## src/rtl/k16_frame_buffer_arbiter.sv

```systemverilog
// Frame buffer RAM arbiter: video scan-out reads always win; CPU writes are posted
// through a small FIFO and CPU reads wait until every posted write has committed.
module k16_frame_buffer_arbiter #(
  parameter int ADDR_WIDTH = 11,
  parameter int DATA_WIDTH = 16,
  parameter int FIFO_DEPTH = 4
) (
  input  logic                          clk,
  input  logic                          reset,
  input  logic [ADDR_WIDTH-1:0]         video_addr,
  input  logic                          video_want_read,
  output logic [DATA_WIDTH-1:0]         video_data,
  input  logic                          cpu_req,
  input  logic                          cpu_we,
  input  logic [ADDR_WIDTH-1:0]         cpu_addr,
  input  logic [DATA_WIDTH-1:0]         cpu_wdata,
  output logic                          cpu_ready,
  output logic                          cpu_rvalid,
  output logic [DATA_WIDTH-1:0]         cpu_rdata,
  output logic [$clog2(FIFO_DEPTH):0]   fifo_count,
  output logic [ADDR_WIDTH-1:0]         mem_addr,
  output logic [DATA_WIDTH-1:0]         mem_wdata,
  output logic                          mem_we,
  input  logic [DATA_WIDTH-1:0]         mem_rdata
);

  localparam int PTR_W = $clog2(FIFO_DEPTH);
  localparam int CNT_W = PTR_W + 1;

  typedef enum logic [1:0] {
    ST_IDLE     = 2'd0,
    ST_RD_ISSUE = 2'd1,
    ST_RD_WAIT  = 2'd2
  } state_t;

  state_t r_state;
  state_t w_state_next;

  logic [ADDR_WIDTH-1:0] r_fifo_addr [FIFO_DEPTH];
  logic [DATA_WIDTH-1:0] r_fifo_data [FIFO_DEPTH];
  logic [PTR_W-1:0]      r_wr_ptr;
  logic [PTR_W-1:0]      r_rd_ptr;
  logic [CNT_W-1:0]      r_count;

  logic [ADDR_WIDTH-1:0] r_rd_addr;
  logic                  r_vgrant_d;
  logic [DATA_WIDTH-1:0] r_video_q;
  logic [DATA_WIDTH-1:0] r_cpu_rdata;

  logic w_fifo_empty;
  logic w_fifo_full;
  logic w_wr_gnt;
  logic w_rd_gnt;
  logic w_push;
  logic w_pop;
  logic w_rd_accept;

  assign w_fifo_empty = (r_count == '0);
  assign w_fifo_full  = (r_count == CNT_W'(FIFO_DEPTH));

  // Fixed priority: video, then the oldest posted write, then a pending CPU read.
  assign w_wr_gnt = !video_want_read && !w_fifo_empty;
  assign w_rd_gnt = !video_want_read && w_fifo_empty && (r_state == ST_RD_ISSUE);

  assign w_push      = cpu_req && cpu_ready && cpu_we;
  assign w_rd_accept = cpu_req && cpu_ready && !cpu_we;
  assign w_pop       = w_wr_gnt;

  always_ff @(posedge clk or posedge reset) begin
    if (reset) begin
      r_state <= ST_IDLE;
    end else begin
      r_state <= w_state_next;
    end
  end

  always_comb begin
    w_state_next = r_state;
    case (r_state)
      ST_IDLE:     if (w_rd_accept) w_state_next = ST_RD_ISSUE;
      ST_RD_ISSUE: if (w_rd_gnt) w_state_next = ST_RD_WAIT;
      ST_RD_WAIT:  w_state_next = ST_IDLE;
      default:     w_state_next = ST_IDLE;
    endcase
  end

  // Ready looks only at registered state, so a full FIFO never sees a push.
  always_comb begin
    cpu_ready  = (r_state == ST_IDLE) && !w_fifo_full && !reset;
    cpu_rvalid = (r_state == ST_RD_WAIT);
  end

  always_comb begin
    mem_addr  = video_addr;
    mem_wdata = r_fifo_data[r_rd_ptr];
    mem_we    = 1'b0;
    if (w_wr_gnt) begin
      mem_addr = r_fifo_addr[r_rd_ptr];
      mem_we   = !reset;
    end else if (w_rd_gnt) begin
      mem_addr = r_rd_addr;
    end
  end

  always_ff @(posedge clk) begin
    if (w_push) begin
      r_fifo_addr[r_wr_ptr] <= cpu_addr;
      r_fifo_data[r_wr_ptr] <= cpu_wdata;
    end
  end

  always_ff @(posedge clk or posedge reset) begin
    if (reset) begin
      r_wr_ptr <= '0;
      r_rd_ptr <= '0;
      r_count  <= '0;
    end else begin
      if (w_push) r_wr_ptr <= r_wr_ptr + PTR_W'(1);
      if (w_pop)  r_rd_ptr <= r_rd_ptr + PTR_W'(1);
      case ({w_push, w_pop})
        2'b10:   r_count <= r_count + CNT_W'(1);
        2'b01:   r_count <= r_count - CNT_W'(1);
        default: r_count <= r_count;
      endcase
    end
  end

  assign fifo_count = r_count;

  always_ff @(posedge clk or posedge reset) begin
    if (reset) begin
      r_rd_addr   <= '0;
      r_vgrant_d  <= 1'b0;
      r_video_q   <= '0;
      r_cpu_rdata <= '0;
    end else begin
      if (w_rd_accept) r_rd_addr <= cpu_addr;
      r_vgrant_d <= video_want_read;
      if (r_vgrant_d) r_video_q <= mem_rdata;
      if (r_state == ST_RD_WAIT) r_cpu_rdata <= mem_rdata;
    end
  end

  // RAM data is forwarded in the cycle it arrives and held afterwards.
  assign video_data = r_vgrant_d ? mem_rdata : r_video_q;
  assign cpu_rdata  = (r_state == ST_RD_WAIT) ? mem_rdata : r_cpu_rdata;

endmodule

```

## config.mk

```make
export PLATFORM = sky130hd
export DESIGN_NAME = k16_frame_buffer_arbiter
export DESIGN_NICKNAME = d
export VERILOG_FILES = /design/src/rtl/k16_frame_buffer_arbiter.sv
export SDC_FILE = /design/constraint.sdc
export NUM_CORES = 1
export LEC_CHECK = 0
export CORE_MARGIN = 5
export CORE_UTILIZATION = 51
export DETAILED_ROUTE_END_ITERATION = 10
export GPL_ROUTABILITY_DRIVEN = 0
export MAX_ROUTING_LAYER = met4
export PLACE_DENSITY = 0.83
export RECOVER_POWER = 50
export SYNTH_ARGS = -nofsm -noshare
export SYNTH_HDL_FRONTEND = slang
export SYNTH_SLANG_ARGS = --single-unit
```

## constraint.sdc

```tcl
create_clock -name clk -period 2.64 [get_ports clk]
set_input_delay 0.264 -clock clk [delete_from_list [all_inputs] [get_ports clk]]
set_output_delay 0.264 -clock clk [all_outputs]
set_load 0.005 [all_outputs]
```

Yosys cells after proc, flatten, opt, wreduce, memory -nomap -nowiden
Memory sizes are Yosys's and may differ from the RTL's.
Index checks and enable logic that the tools add are counted.
Word-level totals
  word-level logic and storage cells: 49
  memories kept: 2
  flip-flop bits (word level): 53
  input bits: 59
  memory bits (writable): 108
  output and inout port bits: 65
Operators by class
  equality and inequality tests: 7
  muxes and demuxes: 11
  add/sub/neg operators: 4
  reduce and logical (&&, ||, !) cells: 17
Memories
  r_fifo_data: words 4, width 16, read ports 1, clocked after Yosys merged registers in 0, write ports 1, RTL line 40  | logic [DATA_WIDTH-1:0] r_fifo_data [FIFO_DEPTH];
  r_fifo_addr: words 4, width 11, read ports 1, clocked after Yosys merged registers in 0, write ports 1, RTL line 39  | logic [ADDR_WIDTH-1:0] r_fifo_addr [FIFO_DEPTH];
Operator list (count)
  $mux W16: 2
  $mux W11: 2
  $logic_and A1 B1 Y1: 8
  $pmux W3 S2: 1
  $logic_not A1 Y1: 5
  $add A2 B1 Y2 const B: 2
  $eq A2 B1 Y1 const B: 2
  $eq A2 B2 Y1 const B: 2
  $mux W2: 2
  $ne A2 B2 Y1 const B: 2
  $pmux W2 S2: 1
  $add A3 B1 Y3 const B: 1
  $eq A3 B3 Y1 const B: 1
  $logic_not A3 Y1: 1
  $mux W1: 3
  $sub A3 B1 Y3 const B: 1
  $logic_not A2 Y1: 1
  $reduce_and A2 Y1: 1
  $reduce_bool A2 Y1: 1

Longest topological paths before layout
Gate-level depths: netlist (run 1).
  depth in word-level cells: 8
  mapped depth: 11
  mapped depth without buffers: 9

Worst setup path after synthesis (run 1)
No wires, ideal clock.
  path kind: reg2reg
  start: reg r_count[0] (netlist: fifo_count[0])
  end: reg r_count[2] (netlist: fifo_count[2])
  required time: 2561 ps
  setup time: 79 ps
  arrival: 2140 ps
  slack: 421 ps
  cell stages (with the launch flop): 12
  period minus slack after synthesis: 2219 ps
  cells stage by stage: dfrtp_1 > nor3_1 > or2_2 > clkbuf_1 > buf_2 > inv_1 > ha_1 > inv_1 > fa_1 > xor2_1 > nor2_1 > xor2_1
On the way
  word-level cells in the longest chain between the ends: 8
RTL lines
  start: declaration: RTL line 43  | logic [CNT_W-1:0] r_count;
  start signal: assignment: RTL line 121  | 2'b10: r_count <= r_count + CNT_W'(1);
  start signal: assignment: RTL line 122  | 2'b01: r_count <= r_count - CNT_W'(1);
  start signal: assignment: RTL line 123  | default: r_count <= r_count;
  $eq A3 B3 Y1: RTL line 59  | assign w_fifo_full = (r_count == CNT_W'(FIFO_DEPTH));
  $logic_not A1 Y1: RTL line 89  | cpu_ready = (r_state == ST_IDLE) && !w_fifo_full && !reset;
  $logic_and A1 B1 Y1 (2 in a row): RTL line 89
  $logic_and A1 B1 Y1 (2 in a row): RTL line 65  | assign w_push = cpu_req && cpu_ready && cpu_we;
  $eq A2 B1 Y1 or $eq A2 B2 Y1 (tied branches): RTL line 120  | case ({w_push, w_pop})
  $pmux W3 S2 or $reduce_bool A2 Y1 (tied branches)
Several ways; a longest one is shown, not always the timed one.
A chain may end at the register's enable or synchronous reset.

Worst setup path in the final report (run 1)
  start: reg r_count[0] (netlist: fifo_count[0])
  end: out mem_addr[10]
On the way
  word-level cells in the longest chain between the ends: 5
RTL lines
  $logic_not A3 Y1 *: RTL line 58  | assign w_fifo_empty = (r_count == '0);
  $logic_and A1 B1 Y1 (2 in a row): RTL line 63  | assign w_rd_gnt = !video_want_read && w_fifo_empty && (r_state == ST_RD_ISSUE);
  $mux W11: RTL line 100  | end else if (w_rd_gnt) begin
  $mux W11 *: RTL line 97  | if (w_wr_gnt) begin
  end: declaration: RTL line 21  | output logic [ADDR_WIDTH-1:0] mem_addr,
Mark *: on every way between the ends. The rest lies on a longest branch, timed or not.

==> results.cfg, run 1 <==
[synthesis]
synth-seq-area-share_pct = 72.0
yosysTopAreaCell = edfxtp_1
synthCells = 338
avgSynthCellArea_um2 = 18.8
synthesis.nets = 403
async_flop_share_pct = 32.9
syn_area_mm2 = 0.00634
synth_edf_count = 108
ys_types = 34
synth_seq_cells = 161
ys_warn_count = 0
synth_top_area_share_pct = 51.1
netlist_top_cells_area = edfxtp_1, dfrtp_1, mux4_2
synthFlopType = edfxtp_1
yosysMostFrequentCell = edfxtp_1
synth_common_cells = edfxtp_1, dfrtp_1, mux2_2

[routing]
first_iter_violations = 359
wl_mm = 14.4
ant_nets = 0
vias = 3675
viasPerCell = 5.44
firstDrtPassIters = 4
drc_errors = 0
wl_per_cell_um = 21.3

[outcome]
status = completed

[timing]
maxSlewViolCount = 0
setup_tns_ns = 0
max_slew.worst_pin.slew_ns = 0.731
hold_ws_ns = 0.149
relSlewSlack_pct = 51.3
rsz0062_at_grt = yes
finalCriticalPeriod_ns = 2.62
finalSetupViolations = 0
hold_violations = 0
fin_crit_sh_pct = 99.3
skew_ns = 0.0295
max_clock_freq_ghz = 0.381
layout_setup_ws_ns = 0.0172

[global_route]
antenna_found_initial = 0
grt_first_pass_wirelength_mm = 21.8
grt_use_total_pct = 20.6
grt_overflow = 0
grt_pass1_vias = 3994
grt_max_degree = 39

[finish]
diodes = 0
nets = 560
syn2layout_area_growth_pct = 36.0
fillers = 763
seq_area_mm2 = 0.00458
drive_above_1_share_pct = 30.1
multi_input_area_mm2 = 0.00171

[floorplanning]
initial_core_util_pct = 52.4
die_x_um = 122
ios = 124
row_count = 40
die_h_um = 122
coreArea_mm2 = 0.0121
die-area_mm2 = 0.0148

[setup_path]
start_kind = flop
worst_path_largest_cell_delay_ns = 0.61
cp_top_family = simple AND/OR/NAND/NOR gates
path_buf_inv = 1
crit_type = flop to primary output
cp_slowest_cell = or4_4
worstPathArrival_ns = 2.36
cp_max_fo = 7
worstPathCellList = or4_4 > o21ai_1 > a31oi_2 > clkdlybuf4s50_1
crit_required_ns = 2.38
cp-end-kind = primary output

[clock_network]
clk_pin_slew_ns = 0.06
clock_path_buffers = 2
cts_tree = yes
clock_latency_ns = 0.43
cts.sinks = 161
ctsHtreeMaxLevel = 4
numCtsBuffers = 17
cts-root-buf = clkbuf_16

[power]
p_leak_uw = 0.00312
irDropWorstVdd_v = 0.000656
powerDensity_mw_per_mm2 = 972

[run]
drv_cap = 0

[place]
preCtsSetupSlack_ns = 0.0453
hpwlAfterDp_mm = 9.46
io_buffers = 123

[hold_path]
hold_path_class = input port to flop
-- what timing repair did --
| action | 4_1_cts | 5_1_grt |
|---|---|---|
| hold buffers | 0 | 0 |
| gates resized for setup | 4 | 17 |
| pin swaps | 1 | 4 |
| cloned | 0 | 1 |
| setup endpoints to repair | 14 | 11 |
| setup buffers | 4 | 6 |
-- final timing paths --
kind,start,end,slack [ns],depth (start not counted)
max in group asynchronous,reset,fifo_count[1],1.85,3
max,fifo_count[0],mem_addr[10],0.02,4
min reg2reg,r_video_q[11],r_video_q[11],0.49,1
min,video_want_read,r_vgrant_d,0.15,1
min in group asynchronous,reset,r_rd_addr[8],0.21,2
max reg2reg,fifo_count[0],fifo_count[2],0.18,11
-- metal layers --
layer	GRT usage, %	part of all wire, %
met1	24.5	38
met3	5.06	6.8
met2	34.9	54
met4	6.72	1.3
met5	-	0
-- stage by stage --
stage,power [uW],cell area (um2),std cells,util (%)
detailed placement,5940,7920,633,65.4
global route,8800,8630,676,71.2
floorplan,4600,6340,338,-
CTS,8310,8520,669,70.4
finish,8380,8630,676,71.2
global placement,5850,7920,633,65.4
-- registers in the layout, indices dropped and copies added (netlist names) --
signal,cells
r_rd_addr,11
r_cpu_rdata,16
r_video_q,16
r_fifo_data,64
r_rd_ptr,2
r_wr_ptr,2
fifo_count,3
r_vgrant_d,1
r_state,2
r_fifo_addr,44
-- worst reg2reg max path: cells and delay by family (launching register included) --
kind                       cells  cell delay (ns)
DFF                            1             0.47
adders and majority gates      2             0.54
buffers and inverters          4             0.43
xor gates and xnor gates       2             0.31
and+or+nand+nor                3             0.61
-- placed cells by master, fill, tap and decap left out, types with 4 or more instances in the layout --
master,instances
mux2_2,44
nor3_1,7
dfrtp_2,4
clkinvlp_4,4
ha_1,5
edfxtp_1,108
clkdlybuf4s50_1,121
nand3_1,11
buf_4,27
dfrtp_1,48
clkbuf_16,17
nor2_1,4
a31oi_1,10
buf_12,4
nor3_2,5
o21ai_0,8
inv_1,7
mux4_2,27
and2_1,4
-- logic make-up (layout without fill, tap and decap cells) --
logic type               Yosys count  after routing  synth area share (%)
AO/OA/AOI/OAI                     23             23                  2.07
XOR/XNOR                           6              6                 0.828
flip-flops                       161            161                  72.0
multiplexers                      72             72                  17.6
adder cells (fa/ha/maj)            6              6                  1.30
buffers and inverters             27            196                  1.95
AND/OR/NAND/NOR                   43             44                  4.28
-- layout make-up --
class,instances,share of cell area (%)
clock buffer,20,5.18
clock inverter,12,1.26
inverter,8,0.348
multi-input combinational,151,19.9
sequential,161,53.1
tap,168,2.44
timing repair buffer,156,17.9
-- report_power, final --
part | internal, uW | switching [uW] | total, uW | leakage (uW)
registers | 3080 | 249 | 3330 | 0.00160
clock network | 1320 | 957 | 2280 | 0.000261
logic | 1670 | 1110 | 2770 | 0.00126
(Power assumes the default switching activity.)
==> run 2, diff against run 1 <==
--- a/config.mk
+++ b/config.mk
@@ -5,6 +5,7 @@
 export SDC_FILE = /design/constraint.sdc
 export NUM_CORES = 1
 export LEC_CHECK = 0
+export CORE_ASPECT_RATIO = 2
 export CORE_MARGIN = 5
 export CORE_UTILIZATION = 51
 export DETAILED_ROUTE_END_ITERATION = 10
==> run 2 against run 1 <==
Hold slack better by 0.34 ns. Largest power group unchanged. Critical path type unchanged. Final area is 1.7% lower. Die area is 0.91% higher.
==> results.cfg, run 2 (same netlist as run 1, synthesis figures left out) <==
[outcome]
status = completed

[timing]
relSlewSlack_pct = 39.2
finalSetupViolations = 0
skew_ns = 0.0173
finalCriticalPeriod_ns = 2.57
max_slew.worst_pin.slew_ns = 0.912
maxSlewViolCount = 0
hold_violations = 0
rsz0062_at_grt = yes
max_clock_freq_ghz = 0.390
fin_crit_sh_pct = 97.2
layout_setup_ws_ns = 0.0741
hold_ws_ns = 0.485

[power]
p_leak_uw = 0.00309
irDropWorstVdd_v = 0.000633
powerDensity_mw_per_mm2 = 967

[floorplanning]
row_count = 57
die-area_mm2 = 0.0149
coreArea_mm2 = 0.0122
die_x_um = 88.9
die_h_um = 168
ios = 124
initial_core_util_pct = 52.0

[routing]
firstDrtPassIters = 4
wl_per_cell_um = 21.6
vias = 3650
first_iter_violations = 239
viasPerCell = 5.61
wl_mm = 14.1
ant_nets = 0
drc_errors = 0

[setup_path]
cp_max_fo = 12
worstPathCellList = or4_4 > o21ai_1 > a31oi_1 > clkdlybuf4s50_1
cp_slowest_cell = or4_4
start_kind = flop
crit_start = fifo_count[0]
path_buf_inv = 1
worst_path_largest_cell_delay_ns = 0.66
worstPathArrival_ns = 2.30
cp-end-kind = primary output
cp_top_family = simple AND/OR/NAND/NOR gates
crit_required_ns = 2.38
crit_type = flop to primary output
crit-reg2reg-launch = fifo_count[0]

[global_route]
grt_use_total_pct = 20.4
grt_first_pass_wirelength_mm = 21.8
grt_overflow = 0
antenna_found_initial = 0
grtUsageMet1_pct = 22.2
gr-usage-met2_pct = 34.8
grt_use_met3_pct = 3.64
grt_max_degree = 33
grt_pass1_vias = 4132
busiest_layer = met2

[finish]
largest_reg_flops = 64
utilization_pct = 69.6
nets = 556
mostFrequentLayoutCell = edfxtp_1
fillers = 776
regMostFlops = r_fifo_data
syn2layout_area_growth_pct = 33.7
final_area_mm2 = 0.00848
mostFrequentLayoutCells = edfxtp_1, clkdlybuf4s50_1, dfrtp_1
reg_top3 = r_fifo_data x64, r_fifo_addr x44
diodes = 0
drive_above_1_share_pct = 25.0

[clock_network]
cts-root-buf = clkbuf_16
cts.sinks = 161
clk_pin_slew_ns = 0.06
clock_path_buffers = 2
numCtsBuffers = 17
clock_latency_ns = 0.41
cts_tree = yes
ctsHtreeMaxLevel = 4

[place]
dpl_cell_area_mm2 = 0.00788
preCtsSetupSlack_ns = 0.0643
io_buffers = 123
hpwlAfterDp_mm = 10.0

[hold_path]
hold_start = r_video_q[0]
hold_path_class = flop to flop

[run]
drv_cap = 0
[run 2: stage by stage]
step / total power (uW) / TNS [ns] / instances
6_report: 8200 / 0 / 651
4_1_cts: 8310 / 0 / 650
3_3_place_gp: 5850 / 0 / 615
5_1_grt: 8600 / -0.0236 / 651
3_5_place_dp: 5950 / 0 / 615
2_1_floorplan: 4600 / 0 / 338
[run 2: what timing repair did]
item                                    4_1_cts  5_1_grt
resized for setup                             3       10
pin swaps                                     0        1
hold endpoints to repair                      0        0
endpoints found under the setup margin       21       11
hold buffers                                  0        0
setup buffers                                 3        1
[run 2: path summary, 6_finish.rpt]
kind	cells after the start	endpoint	slack, ns
max	4	mem_addr[0]	0.07
min	1	r_video_q[0]	0.48
max reg2reg	10	fifo_count[2]	0.35
min reg2reg	1	r_video_q[0]	0.48
max in group asynchronous	3	r_video_q[13]	0.78
min in group asynchronous	2	r_rd_addr[4]	0.55
[run 2: per-layer routing]
layer,wire length [um],vias up,share of wire [%]
li1,-,1630,-
met1,4900,1860,35
met2,8090,129,58
met3,632,31,4.5
met4,440,0,3.1
met5,0,-,0
[run 2: worst reg2reg max path: cells and delay by family (launching register included)]
kind / cells / cell delay, ns
buffers and inverters: 3 / 0.32
XOR/XNOR: 2 / 0.29
adder cells (fa/ha/maj): 2 / 0.54
AND/OR/NAND/NOR: 3 / 0.61
flip-flops: 1 / 0.44
[run 2: area by class of cell]
| type | instances | area, um2 | share of cell area [%] |
|---|---|---|---|
| multi-input combinational | 150 | 1680 | 19.8 |
| inverter | 8 | 30.0 | 0.354 |
| timing repair buffer | 153 | 1450 | 17.1 |
| sequential | 161 | 4570 | 53.9 |
| clock inverter | 15 | 135 | 1.59 |
| tap | 147 | 184 | 2.17 |
| clock buffer | 17 | 425 | 5.01 |
[run 2: where the power goes]
group	switching, uW	total, uW	leakage, uW	internal, uW
clock network	993	2300	0.000271	1310
logic	1050	2590	0.00122	1540
registers	237	3310	0.00161	3070
==> run 3, diff against run 2 <==
--- a/config.mk
+++ b/config.mk
@@ -5,13 +5,15 @@
 export SDC_FILE = /design/constraint.sdc
 export NUM_CORES = 1
 export LEC_CHECK = 0
+export ABC_AREA = 1
 export CORE_ASPECT_RATIO = 2
 export CORE_MARGIN = 5
-export CORE_UTILIZATION = 51
+export CORE_UTILIZATION = 52
+export CTS_CLUSTER_DIAMETER = 80
 export DETAILED_ROUTE_END_ITERATION = 10
 export GPL_ROUTABILITY_DRIVEN = 0
 export MAX_ROUTING_LAYER = met4
-export PLACE_DENSITY = 0.83
+export PLACE_DENSITY = 0.84
 export RECOVER_POWER = 50
 export SYNTH_ARGS = -nofsm -noshare
 export SYNTH_HDL_FRONTEND = slang
==> run 3 against run 2 <==
Synthesized cell count is 69% higher. Critical path depth rose by 2. Combinational power increased by 12%. Area after synthesis increased by 4.4%. Routed wire length is 5.0% higher. Clock power shrank 2%. Die area up 2.2%. Sequential share of layout area fell by 0.42 points. Sequential power hardly changed. Count of clock-buffer cells in the layout grew 3. Hold slack got worse by 0.049 ns. Largest cell class unchanged. Largest power group unchanged.
==> results.cfg, run 3 <==
[outcome]
status = completed

[timing]
hold_violations = 0
relSlewSlack_pct = 15.3
max_slew.worst_pin.slew_ns = 1.27
max_clock_freq_ghz = 0.392
finalCriticalPeriod_ns = 2.55
rsz0062_at_grt = no
skew_ns = 0.00888
maxSlewViolCount = 0
fin_crit_sh_pct = 96.5
setup_tns_ns = 0
finalSetupViolations = 0

[finish]
mostFrequentLayoutCells = nand2_1, edfxtp_1, clkdlybuf4s50_1
drive_above_1_share_pct = 10.7
diodes = 0
mostFrequentLayoutCell = nand2_1
multi_input_area_mm2 = 0.00170
largest_reg_flops = 64
seq_area_mm2 = 0.00457
fillers = 882
regMostFlops = r_fifo_data
fin_cells = 862
reg_top3 = r_fifo_data x64, r_fifo_addr x44
nets = 765
syn2layout_area_growth_pct = 29.0

[power]
combPwrFrac_pct = 34.4
p_clk_share_pct = 26.5
powerDensity_mw_per_mm2 = 991
p_switching_uw = 2700
power_switching_share_pct = 31.9
internal_power_uw = 5770
irDropWorstVdd_v = 0.000754
p_seq_share_pct = 39.1
p_leak_uw = 0.00342

[synthesis]
synthFlopType = edfxtp_1
synth-seq-area-share_pct = 69.0
synth_top_area_share_pct = 48.9
synth_edf_count = 108
yosysTopAreaCell = edfxtp_1
synth_seq_cells = 161
ys_types = 29
synthesis.nets = 637
synthCells = 572
synth_top_family_by_area = simple AND/OR/NAND/NOR gates
synth_common_cells = nand2_1, edfxtp_1, dfrtp_1
yosysMostFrequentCell = nand2_1
synth.area.mux_share_pct = 2.38
async_flop_share_pct = 32.9
ys_warn_count = 0
netlist_top_cells_area = edfxtp_1, dfrtp_1, nand2_1
synthXorXnorAreaFrac_pct = 0.397
synth-compound-area-share_pct = 6.06
synthAdderAreaFrac_pct = 1.25
syn_area_mm2 = 0.00663
avgSynthCellArea_um2 = 11.6
synth-simple-area-share_pct = 15.4

[clock_network]
cts_tree = yes
clock_latency_ns = 0.42
clk_pin_slew_ns = 0.06
numCtsBuffers = 17
cts-root-buf = clkbuf_16
ctsHtreeMaxLevel = 4
clock_path_buffers = 2
postCtsHoldBufs = 0
cts.sinks = 161

[routing]
drc_errors = 0
viasPerCell = 5.31
wl_per_cell_um = 17.1
firstDrtPassIters = 4
first_iter_violations = 308
wl_mm = 14.8
vias = 4581
ant_nets = 0

[floorplanning]
die_h_um = 170
die-area_mm2 = 0.0152
row_count = 58
ios = 124
coreArea_mm2 = 0.0126
initial_core_util_pct = 52.8
die_x_um = 89.8

[hold_path]
hold_path_class = input port to flop

[setup_path]
cp_top_family = buffers and inverters
crit_type = flop to primary output
path_buf_inv = 2
cp-end-kind = primary output
worstPathCellList = inv_8 > nand2_1 > nand3_1 > nand3_1 > nand2_1 > clkdlybuf4s50_1
cp_max_fo = 55
cp_slowest_cell = dfrtp_4
start_kind = flop
worst_path_largest_cell_delay_ns = 0.60
worstPathArrival_ns = 2.28
crit_required_ns = 2.38

[global_route]
grt_use_total_pct = 20.6
grt_overflow = 0
grt_pass1_vias = 4775
grt_first_pass_wirelength_mm = 23.9
grt_max_degree = 56
antenna_found_initial = 0

[place]
place_inst = 830
hpwlAfterDp_mm = 9.73
io_buffers = 123

[run]
drv_cap = 0
## run 3: cell count changes after synthesis, moves of 7 or more
| cell | previous run | this run |
|---|---|---|
| o21ai_0 | 11 | 37 |
| mux2_2 | 44 | 14 |
| inv_1 | 8 | 50 |
| o22ai_1 | 0 | 16 |
| nor3_1 | 12 | 0 |
| o21ai_2 | 0 | 11 |
| nor2_1 | 4 | 42 |
| nand2_1 | 1 | 139 |
| a31oi_1 | 11 | 0 |
| mux4_2 | 27 | 0 |
| nand3_1 | 11 | 44 |
| buf_2 | 9 | 16 |
## run 3: path summary, 6_finish.rpt
| path | startpoint | end | slack, ns | cells past startpoint |
|---|---|---|---|---|
| worst min register to register | r_cpu_rdata[15] | r_cpu_rdata[15] | 0.47 | 2 |
| max in group asynchronous | reset | r_rd_ptr[0] | 0.88 | 3 |
| min in group asynchronous | reset | r_cpu_rdata[9] | 0.85 | 3 |
| worst min-delay path | mem_rdata[14] | r_video_q[14] | 0.44 | 3 |
| worst max register to register | fifo_count[2] | fifo_count[2] | 0.52 | 10 |
| worst max-delay path | r_rd_ptr[0] | mem_addr[2] | 0.09 | 6 |
## run 3: repair_timing
| action | 4_1_cts | 5_1_grt |
|---|---|---|
| setup endpoints to repair | 16 | 12 |
| pin swaps | 0 | 1 |
| buffers inserted | 0 | 1 |
| gates resized for setup | 2 | 3 |
## run 3: logic make-up after synthesis
family | Yosys count
mux | 14
fa+ha+maj | 6
compound gates | 68
xor+xnor | 3
buf+inv | 83
flops | 161
simple gates | 237
## run 3: worst min-delay path: stages
cell,delay (ns)
clkdlybuf4s50_1,0.40
inv_1,0.07
a21oi_1,0.08
## run 3: per-stage QoR
stage / total power, uW / worst slack, ns / util, % / hold slack, ns / instance area [um2]
after floorplan: 4820 / 0.0217 / - / 0.295 / 6640
after global placement: 6140 / 0.312 / 63.7 / 0.454 / 8000
after detailed placement: 6250 / 0.330 / 63.7 / 0.459 / 8000
after CTS: 8550 / 0.00270 / 68.1 / 0.344 / 8550
after global routing: 8970 / 0.0258 / 68.1 / 0.449 / 8550
final: 8470 / 0.0914 / 68.1 / 0.436 / 8550
## run 3: metal layers
layer,share of wire (%),global-route usage [%],vias up
met2,56,36.9,196
met5,0,-,-
met3,6.5,5.59,29
met4,2.4,9.21,0
met1,36,20.6,2177
li1,-,-,2179
## run 3: cell type report
cell class | instances | share of cell area (%)
multi-input cells | 328 | 19.8
clock inverters | 11 | 1.26
clock buffers | 20 | 5.11
flip-flops and latches | 161 | 53.5
well taps | 150 | 2.20
inverters | 57 | 2.62
repair buffers | 135 | 15.5
## run 3: power groups by stage
stage	Combinational (uW)	Sequential (uW)	Clock [uW]
global placement	2820	3320	0
CTS	2960	3300	2290
global route	3210	3350	2400
floorplan	1570	3250	0
detailed placement	2900	3340	0
finish	2910	3310	2250
